### src/rtl/mipi_data_lane_ctrl.sv
// D-PHY data lane burst sequencer: LP-11 -> LP-01 -> LP-00 -> HS-zero
// -> sync -> payload -> trailer -> LP-11, driven on the PHY byte clock.
module mipi_data_lane_ctrl #(
  parameter int unsigned T_LPX_CYCLES        = 2,
  parameter int unsigned T_HS_PREPARE_CYCLES = 2,
  parameter int unsigned T_HS_ZERO_CYCLES    = 6,
  parameter int unsigned T_HS_TRAIL_CYCLES   = 4,
  parameter int unsigned T_HS_EXIT_CYCLES    = 4
) (
  input  logic       byte_clock_i,
  input  logic       reset_i,
  input  logic       tx_ready_i,
  input  logic       hs_req_i,
  input  logic       data_valid_i,
  input  logic [7:0] data_i,
  input  logic       last_i,
  output logic       data_ready_o,
  output logic [7:0] data_o,
  output logic       dout_lp0_o,
  output logic       dout_lp1_o,
  output logic       tristate_data_o,
  output logic       busy_o,
  output logic       underflow_o
);

  localparam logic [2:0] S_IDLE    = 3'd0;
  localparam logic [2:0] S_LPX     = 3'd1;
  localparam logic [2:0] S_PREP    = 3'd2;
  localparam logic [2:0] S_ZERO    = 3'd3;
  localparam logic [2:0] S_SYNC    = 3'd4;
  localparam logic [2:0] S_PAYLOAD = 3'd5;
  localparam logic [2:0] S_TRAIL   = 3'd6;
  localparam logic [2:0] S_EXIT    = 3'd7;

  localparam logic [7:0] LPX_LD   = 8'(T_LPX_CYCLES - 1);
  localparam logic [7:0] PREP_LD  = 8'(T_HS_PREPARE_CYCLES - 1);
  localparam logic [7:0] ZERO_LD  = 8'(T_HS_ZERO_CYCLES - 1);
  localparam logic [7:0] TRAIL_LD = 8'(T_HS_TRAIL_CYCLES - 1);
  localparam logic [7:0] EXIT_LD  = 8'(T_HS_EXIT_CYCLES - 1);

  localparam logic [7:0] SYNC_BYTE = 8'hB8;

  logic [2:0] state;
  logic [2:0] state_n;
  logic [7:0] cnt;
  logic [7:0] cnt_n;
  logic       last_bit;
  logic       cnt_done;

  assign cnt_done     = (cnt == 8'd0);
  assign data_ready_o = (state == S_PAYLOAD);

  always_comb begin
    state_n = state;
    cnt_n   = cnt;
    unique case (state)
      S_IDLE: begin
        if (hs_req_i && tx_ready_i) begin
          state_n = S_LPX;
          cnt_n   = LPX_LD;
        end
      end
      S_LPX: begin
        if (cnt_done) begin
          state_n = S_PREP;
          cnt_n   = PREP_LD;
        end else begin
          cnt_n = cnt - 8'd1;
        end
      end
      S_PREP: begin
        if (cnt_done) begin
          state_n = S_ZERO;
          cnt_n   = ZERO_LD;
        end else begin
          cnt_n = cnt - 8'd1;
        end
      end
      S_ZERO: begin
        if (cnt_done) begin
          state_n = S_SYNC;
          cnt_n   = 8'd0;
        end else begin
          cnt_n = cnt - 8'd1;
        end
      end
      S_SYNC: begin
        state_n = S_PAYLOAD;
        cnt_n   = 8'd0;
      end
      S_PAYLOAD: begin
        // a starved cycle closes the packet just like last_i
        if (!data_valid_i || last_i) begin
          state_n = S_TRAIL;
          cnt_n   = TRAIL_LD;
        end
      end
      S_TRAIL: begin
        if (cnt_done) begin
          state_n = S_EXIT;
          cnt_n   = EXIT_LD;
        end else begin
          cnt_n = cnt - 8'd1;
        end
      end
      S_EXIT: begin
        if (cnt_done) begin
          state_n = S_IDLE;
          cnt_n   = 8'd0;
        end else begin
          cnt_n = cnt - 8'd1;
        end
      end
    endcase
  end

  always_ff @(posedge byte_clock_i) begin
    if (reset_i) begin
      state           <= S_IDLE;
      cnt             <= 8'd0;
      last_bit        <= 1'b0;
      data_o          <= 8'h00;
      dout_lp0_o      <= 1'b1;
      dout_lp1_o      <= 1'b1;
      tristate_data_o <= 1'b1;
      busy_o          <= 1'b0;
      underflow_o     <= 1'b0;
    end else begin
      state  <= state_n;
      cnt    <= cnt_n;
      busy_o <= (state_n != S_IDLE);
      unique case (state)
        S_IDLE, S_EXIT: begin
          dout_lp0_o      <= 1'b1;
          dout_lp1_o      <= 1'b1;
          tristate_data_o <= 1'b1;
          data_o          <= 8'h00;
        end
        S_LPX: begin
          dout_lp0_o      <= 1'b0;
          dout_lp1_o      <= 1'b1;
          tristate_data_o <= 1'b1;
        end
        S_PREP: begin
          dout_lp0_o      <= 1'b0;
          dout_lp1_o      <= 1'b0;
          tristate_data_o <= 1'b1;
        end
        S_ZERO: begin
          dout_lp0_o      <= 1'b0;
          dout_lp1_o      <= 1'b0;
          tristate_data_o <= 1'b0;
          data_o          <= 8'h00;
        end
        S_SYNC: begin
          dout_lp0_o      <= 1'b0;
          dout_lp1_o      <= 1'b0;
          tristate_data_o <= 1'b0;
          data_o          <= SYNC_BYTE;
        end
        S_PAYLOAD: begin
          dout_lp0_o      <= 1'b0;
          dout_lp1_o      <= 1'b0;
          tristate_data_o <= 1'b0;
          if (data_valid_i) begin
            data_o   <= data_i;
            last_bit <= data_i[7];
          end else begin
            underflow_o <= 1'b1;
          end
        end
        S_TRAIL: begin
          // trailer is the inverse of the final serialised bit
          dout_lp0_o      <= 1'b0;
          dout_lp1_o      <= 1'b0;
          tristate_data_o <= 1'b0;
          data_o          <= {8{~last_bit}};
        end
      endcase
    end
  end

endmodule
### config.mk
export PLATFORM = sky130hd
export DESIGN_NAME = mipi_data_lane_ctrl
export DESIGN_NICKNAME = d
export VERILOG_FILES = /design/src/rtl/mipi_data_lane_ctrl.sv
export SDC_FILE = /design/constraint.sdc
export NUM_CORES = 1
export LEC_CHECK = 0
export CORE_MARGIN = 1
export CORE_UTILIZATION = 50
export CTS_CLUSTER_DIAMETER = 60
export DETAILED_ROUTE_END_ITERATION = 10
export GPL_TIMING_DRIVEN = 0
export PLACE_DENSITY = 0.78
export SLEW_MARGIN = 40
export SYNTH_ARGS = -nofsm -noshare
export SYNTH_HDL_FRONTEND = slang
export SYNTH_SLANG_ARGS = --single-unit
### constraint.sdc
create_clock -name byte_clock_i -period 2.5 [get_ports byte_clock_i]
set_input_delay 0.5 -clock byte_clock_i [delete_from_list [all_inputs] [get_ports byte_clock_i]]
set_output_delay 0.5 -clock byte_clock_i [all_outputs]
set_load 0.02 [all_outputs]
# After elaboration in Yosys (flattened, before gate mapping)
# Cells that the tools add are included.
[classes]
add_sub_neg = 1
eq_ne = 10
n_mux = 20
n_bitwise = 2
n_reduce_logical = 19
[ops]
columns = ["cell", "count"]
rows = [
  ["8-bit two-way mux", 7],
  ["8-bit case mux with 7 select lines", 1],
  ["8-bit case mux with 4 select lines", 1],
  ["3-bit case mux with 8 select lines", 1],
  ["3-bit two-way mux", 7],
  ["3-bit equality test, second input constant", 4],
  ["8-bit logical NOT", 1],
  ["2-bit AND reduction", 4],
  ["4-bit OR reduction", 2],
  ["8-bit by 1-bit subtractor with 8-bit output, second input constant", 1],
  ["3-bit by 2-bit equality test with 1-bit output, second input constant", 2],
  ["1-bit case mux with 2 select lines", 3],
  ["3-bit OR reduction", 2],
  ["6-bit OR reduction", 1],
  ["5-bit OR reduction", 1],
  ["2-bit inequality test, second input constant", 2],
  ["4-bit nonzero test", 1],
  ["2-bit OR reduction", 2],
  ["3-bit by 1-bit equality test with 1-bit output, second input constant", 1],
  ["3-bit logical NOT", 1],
  ["3-bit nonzero test", 1],
  ["2-bit by 1-bit inequality test with 1-bit output, second input constant", 1],
  ["1-bit inverter", 2],
  ["1-bit logical AND", 1],
  ["other kinds (2)", 2],
]
[word_totals]
register_bits = 25
in_bits = 14
out_inout_bits = 14
word_cells = 61

# Depth between registers and ports, before layout
# Gate-level depths: netlist of run 1.
[logic_depth]
ltp_word = 5
ltp_mapped = 6
depth_no_buf = 6

# Worst setup path before layout of run 1
# No wires, ideal clock.
[synth_path]
kind = "reg-to-reg"
start = "register cnt[2]"
end = "register cnt[7]"
setup_time_ns = 0.070
arrival_time_ns = 1.768
required_time_ns = 2.430
slack_ns = 0.662
stages_incl_launch_ff = 6
n_path_buf = 1
period_less_slack_ns = 1.838
cell_sequence = "dfxtp_1 -> buf_6 -> or4_4 -> or4_1 -> or3_1 -> a21oi_1"
[synth_via]
elab_chain_cells = 3
word_cells_on_any_way = 7
classes_between = "add/sub (1); mux (5); reduce/logical (1)"
[synth_rtl]
columns = ["element", "line_no", "text"]
rows = [
  ["from (decl)", "45", "logic [7:0] cnt;"],
  ["from (signal assigned)", "130", "cnt <= cnt_n;"],
  ["8-bit by 1-bit subtractor with 8-bit output / 8-bit logical NOT (equally long branches)", "-", ""],
  ["8-bit two-way mux, on equally long branches", "-", ""],
  ["8-bit case mux with 7 select lines *", "56", "unique case (state)"],
]
# Every way passes the cells marked *; elsewhere a longest branch is shown, timed or not.
# A chain may end at the register's enable or synchronous reset.

# Worst setup path after layout of run 1
[layout_path]
start = "register state[2]"
end = "output data_ready_o"
[layout_via]
elab_chain_cells = 1
[layout_rtl]
columns = ["element", "line_no", "text"]
rows = [
  ["from (decl)", "43", "logic [2:0] state;"],
  ["from (signal assigned)", "129", "state <= state_n;"],
  ["3-bit equality test", "51", "assign data_ready_o = (state == S_PAYLOAD);"],
  ["to (decl)", "17", "output logic data_ready_o,"],
]
# Every way passes these cells.

==> results.md, run 1 <==
- Compound-Gate Fraction of Synth Area: approximately 28%
- Syn Inst Count: 171
- GRT Total Usage: 24.9%
- CP startpoint kind: flip-flop
- RR Startpoint: cnt[0]$_SDFFE_PP0P_
- Worst R2R Setup Slack: approximately 500 ps
- Worst Hold Class: reg2reg
- Peak Freq: between 0.4 and 0.5 GHz
- Final Cell Area: 1690 um2
- WHS Endpoint: data_o[3]$_SDFFE_PP0P_
- WHS: around 470 ps
- Worst Path Max Fanout: 13
- Post-CTS Hold Fix Bufs: 0
- Relative slew slack: 54.8%
- Setup_tns: 0 ps
- Residual DRC: 0
- Worst slew pin tran: between 600 and 700 ps
- Run status: completed
- YS warnings: 0
- Ys async rst share: 0%
- Hold Vio Cnt, Final: 0
- Clock tree buffer depth: 2
- Pin count of the biggest net entering global routing: 15
- Setup violations, final: 0
- Slowest stage delay, CP: ~620 ps
- TritonCTS buffer count: 3
- Clock Sinks: 25
- Final cell count without fillers: roughly 230
- N_diodes: 0
- Critical path data required time: approximately 2000 ps
- Iteration-0 DRC Markers: 52
- Worst R2R End: state[2]$_SDFF_PP0_
- Die width: around 54 um
- Io pins: 28
- Distinct cell type count after synthesis: 44
- Hold Path Stages: 2
- Drt total wl: roughly 3.3 mm
- Clk slew on worst S/H paths: 140 ps
- Leading area contributor after synthesis: dfxtp_1
- Gp weighted congestion: 0.926
- Detailed placement HPWL: around 2.5 mm
- Initial DRT Pass Iterations: 4
- Ys flop type: dfxtp_1
- P per Cell Area: around 980 nW/um2
- Yosys reg bits: 25
- Netlist Area Pre-Place: approximately 1300 um2
- Row count: 18
- Congestion Overflow GR: 0
- Post-Syn Nets: 187
- Share of cells above drive strength 1: between 7 and 8%
- Max Cap Viol: 0
- CP max-delay cell: clkdlybuf4s50_1
- Top delay family on crit path: buffers and inverters
- Placed Area: between 1500 and 2000 um2
- Routed length per instance: around 14 um
- Critical path buffer and inverter count: 3
- Die height: ~54 um
- Root Driver: clkbuf_4
- Die area: around 2900 um2
- Pleak: 0.616 nW
- Crit path kind: reg2out
- Max-slew violation count: 0
- Post-synthesis mux area share: 0.747%
- First-pass GRT wire length: approximately 5.2 mm
- CTS HTree Levels: 1
- Port buffer count: 27
- Synth area leaders: dfxtp_1, a21oi_1, o21ai_0
- Largest family of logic cells by synthesized area: compound AO/OA/AOI/OAI gates
- Crit share post-route: a little over 90%
- Initial antenna violation count: 0
- Yosys top cell area share: between 30% and 40%
- Nets: 219
- Arr. time, crit path: about 1800 ps
- Clk_skew: 7.83 ps
- Sequential share of the synthesized area: a little under two fifths
- Maximum vdd ir drop: 0.792 mV
- Post-synthesis adder-cell area fraction: around 1.9%
- Endpoint class of the critical path: output port
- Mapped Avg Cell Area: roughly 8 um2
- Number of synthesized flops with an enable pin: 0
- Vias in the first global route: roughly 1200
- TritonCTS clock tree: done
- Vias per cell: around 5.9
- Unrepaired setup endpoints after global routing: false
- Core Util, Final: about 68%
- Synthesis-to-layout area growth: 26.3%
- Worst r2r path cells: 6
- CORE AREA: about 2500 um2
- Initial Util: a little over half
- Total number of vias: ~1400
- Worst path cell trace: clkbuf_2 > nand2_1 > inv_1 > clkdlybuf4s50_1
- ANT nets after route: 0
- Post-synthesis share of cell area spent on xor and xnor gates: 3.92%
- Worst skew pair latency: between 300 and 400 ps
- Fin crit period: 2320 ps
- Post-synthesis simple-gate area fraction: around 22%
- Worst Hold Launch: data_o[3]$_SDFFE_PP0P_
- Placed Cells: approximately 230
## power breakdown
part           leakage (nW)  internal [mW]  switching [mW]  total [mW]
sequential            0.204          0.476          0.0798       0.556
combinational         0.394          0.386           0.534       0.920
clock                0.0177         0.0601           0.128       0.188
## metrics by stage
stage	power (mW)	worst slack, ps
2_1_floorplan	1.20	662
3_3_place_gp	1.41	217
3_5_place_dp	1.43	156
4_1_cts	1.63	42.6
5_1_grt	1.80	90.0
6_report	1.66	179
## logic make-up (layout without fill, tap and decap cells)
family,Yosys count,after routing
compound gates,62,62
xor+xnor,6,6
fa+ha+maj,2,2
buf+inv,18,49
flops,25,25
mux,1,1
simple gates,57,57
## worst min-delay path, delay by kind of cell (launching register included)
kind / cells / cell delay, ps
simple gates: 1 / 50
flops: 1 / 340
compound gates: 1 / 50
## registers in the layout, summed over array words and instances (netlist names)
| name | count |
|---|---|
| dout_lp0_o | 1 |
| dout_lp1_o | 1 |
| tristate_data_o | 1 |
| cnt | 8 |
| underflow_o | 1 |
| busy_o | 1 |
| state | 3 |
| last_bit | 1 |
| data_o | 8 |
## per-layer routing
layer	vias up	share of wire (%)	GRT usage, %
met5	-	0	0
met4	0	1.5	10.5
met3	7	6.9	6.50
met2	53	45	37.4
met1	627	46	33.2
li1	684	-	-
## final cells by class
type                       count  area (um2)
tap                           30        37.5
fill                         223         807
clock inverter                 1        5.00
sequential                    25         502
timing repair buffer          29         285
buffer                         9        42.5
clock buffer                   3        22.5
multi-input combinational    128         772
inverter                       7        26.3
## timing repair
action | 4_1_cts | 5_1_grt
resized for setup | 3 | 1
setup buffers | 0 | 2
hold endpoints to repair | 0 | 0
endpoints found under the setup margin | 1 | 1
gates cloned | 0 | 0
## synthesized netlist by cell type (2+ instances only)
cell type and instances:
buf_1 3, nor2_1 13, nor3_1 4, nand4b_1 2, nand2b_1 2, xnor2_1 2, clkbuf_1 7, nand2_1 17
a31oi_1 4, o211ai_1 3, nor2b_1 2, dfxtp_1 25, ha_1 2, inv_1 7, and3_1 4, xor2_1 4
a21oi_1 21, o2111ai_1 3, o21ai_0 18, or3_1 3, or3b_2 2
## worst max-delay path by stage
stage,end,from,cells past startpoint,slack [ps]
6_report,data_ready_o,state[2]$_SDFF_PP0_,4,180
5_1_grt,data_ready_o,state[2]$_SDFF_PP0_,4,90
4_1_cts,data_ready_o,state[2]$_SDFF_PP0_,4,40
3_5_place_dp,data_ready_o,state[2]$_SDFF_PP0_,5,160
3_3_place_gp,data_ready_o,state[2]$_SDFF_PP0_,5,220
2_1_floorplan,cnt[7]$_SDFFE_PP0P_,cnt[2]$_SDFFE_PP0P_,5,660
## cells in the final DEF, fill, tap and decap left out, types with 2 or more instances in the layout
cell,n
o211ai_1,3
buf_1,3
xnor2_1,2
dfxtp_1,24
or3_1,3
nor3_1,4
or3b_2,2
buf_4,2
clkbuf_4,3
o2111ai_1,3
ha_1,2
a31oi_1,4
inv_1,7
nor2_1,13
xor2_1,4
a21oi_1,21
o21ai_0,18
and3_1,4
nand2_1,17
nand2b_1,2
clkbuf_1,4
clkdlybuf4s50_1,27
nand4b_1,2
(Power assumes the default switching activity.)
==> run 2, diff against run 1 <==
RECOVER_POWER = 50   (was default)
==> results.md, run 2 (synthesized netlist as in run 1, its figures left out) <==
- Max-slew violation count: 0
- Die height: around 54 um
- Pleak: a little over 0.6 nW
- Critical path data required time: roughly 2000 ps
- Clock tree buffer depth: 2
- Placed Area: about 1600 um2
- N_diodes: 0
- Net switching power: 0.742 mW
- Arr. time, crit path: approximately 1800 ps
- Worst skew pair latency: between 300 and 400 ps
- Port buffer count: 27
- P per Cell Area: 978 nW/um2
- ANT nets after route: 0
- CORE AREA: roughly 2500 um2
- Clk_skew: 8.43 ps
- Row count: 18
- Gp weighted congestion: between 0.9 and 1
- Worst slew pin tran: 681 ps
- FILL cells: between 200 and 250
- TritonCTS buffer count: 3
- Unrepaired setup endpoints after global routing: false
- Detailed placement HPWL: about 2.5 mm
- Pin count of the biggest net entering global routing: 15
- Worst r2r path cells: 6
- Relative slew slack: a little over half
- Root Driver: clkbuf_4
- Crit share post-route: between 90% and 100%
- Vias in the first global route: 1165
- Internal: between 0.9 and 1 mW
- Residual DRC: 0
- Die width: between 50 and 60 um
- Crit path kind: reg2out
- Die area: a little under 3000 um2
- Initial DRT Pass Iterations: 4
- Worst Hold Class: reg2reg
- Setup_tns: 0 ps
- CTS HTree Levels: 1
- Fin crit period: 2330 ps
- Nets: 219
- Initial antenna violation count: 0
- Logic pwr share: a little under three fifths
- Share of cells above drive strength 1: between 7 and 8%
- CP startpoint kind: flip-flop
- Clock power share: roughly 12%
- Core Util, Final: between 60% and 70%
- Initial Util: between 50% and 60%
- Clock Sinks: 25
- Maximum vdd ir drop: between 0.7 and 0.8 mV
- Synthesis-to-layout area growth: 26.3%
- Total number of vias: roughly 1400
- GRT Total Usage: between 20 and 25%
- Biggest regs: cnt (8), data_o (8), state (3)
- Routed length per instance: between 10 and 15 um
- Tot Pwr: roughly 1.7 mW
- Final Cell Area: approximately 1700 um2
- Most frequent cells in the layout: dfxtp_1, a21oi_1, clkdlybuf4s50_1, o21ai_0, nand2_1
- Hold Vio Cnt, Final: 0
- Run status: completed
- Congestion Overflow GR: 0
- Endpoint class of the critical path: output port
- Seq pwr share: between 30% and 40%
- Vias per cell: between 5 and 6
- Io pins: 28
- Most common cell after layout, fill and taps aside: dfxtp_1
- Clk slew on worst S/H paths: ~150 ps
- First-pass GRT wire length: 5.24 mm
- Drt total wl: 3.29 mm
- TritonCTS clock tree: done
- Max Cap Viol: 0
- Hold Path Stages: 2
- Setup violations, final: 0
- Iteration-0 DRC Markers: 52
- Peak Freq: around 0.43 GHz
- Worst Path Max Fanout: 13
- Sw frac: between 40% and 50%
-- run 2: worst paths after layout --
check                                         endpoint                   start  slack (ps)
worst min register to register  data_o[3]$_SDFFE_PP0P_  data_o[3]$_SDFFE_PP0P_         470
worst max-delay path                      data_ready_o     state[2]$_SDFF_PP0_         170
worst min-delay path            data_o[3]$_SDFFE_PP0P_  data_o[3]$_SDFFE_PP0P_         470
worst max register to register     state[2]$_SDFF_PP0_     cnt[0]$_SDFFE_PP0P_         490
-- run 2: power by group through the flow --
stage / Sequential, mW / Clock, mW / Combinational [mW]
final: 0.554 / 0.190 / 0.912
after global routing: 0.568 / 0.206 / 1.02
after CTS: 0.534 / 0.193 / 0.904
after detailed placement: 0.542 / 0 / 0.892
after global placement: 0.537 / 0 / 0.876
after floorplan: 0.554 / 0 / 0.646
-- run 2: area by class of cell --
class                   count  area, um2  area share [%]
clock buffers               3       22.5            1.33
inverters                   7       26.3            1.55
flip-flops and latches     25        502            29.6
repair buffers             29        285            16.9
clock inverters             1       5.00           0.296
well taps                  30       37.5            2.22
multi-input cells         128        772            45.6
plain buffers               9       42.5            2.51
-- run 2: stage by stage --
stage	hold WS, ps	worst slack, ps	instances
3_3_place_gp	441	217	228
6_report	468	172	232
2_1_floorplan	467	662	171
4_1_cts	467	42.6	231
5_1_grt	481	90.0	232
3_5_place_dp	448	156	228
-- run 2: worst max-delay path, stage by stage, from the launching register on --
cell             delay [ps]
dfxtp_2                 480
clkbuf_2                260
nand2_1                  80
inv_1                    60
clkdlybuf4s50_1         620
-- run 2: per-layer routing --
layer  wire (um)  GRT usage (%)  share of wire (%)  up-vias
met1        1530           33.2                 46      637
met4          48           10.5                1.5        0
met2        1500           37.4                 46       49
li1            -              -                  -      686
met5           0              0                  0        -
met3         218           6.50                6.6        7
-- run 2: timing repair --
item / 4_1_cts / 5_1_grt
hold buffers: 0 / 0
setup endpoints to repair: 1 / 1
setup buffers: 0 / 2
gates resized for setup: 3 / 1
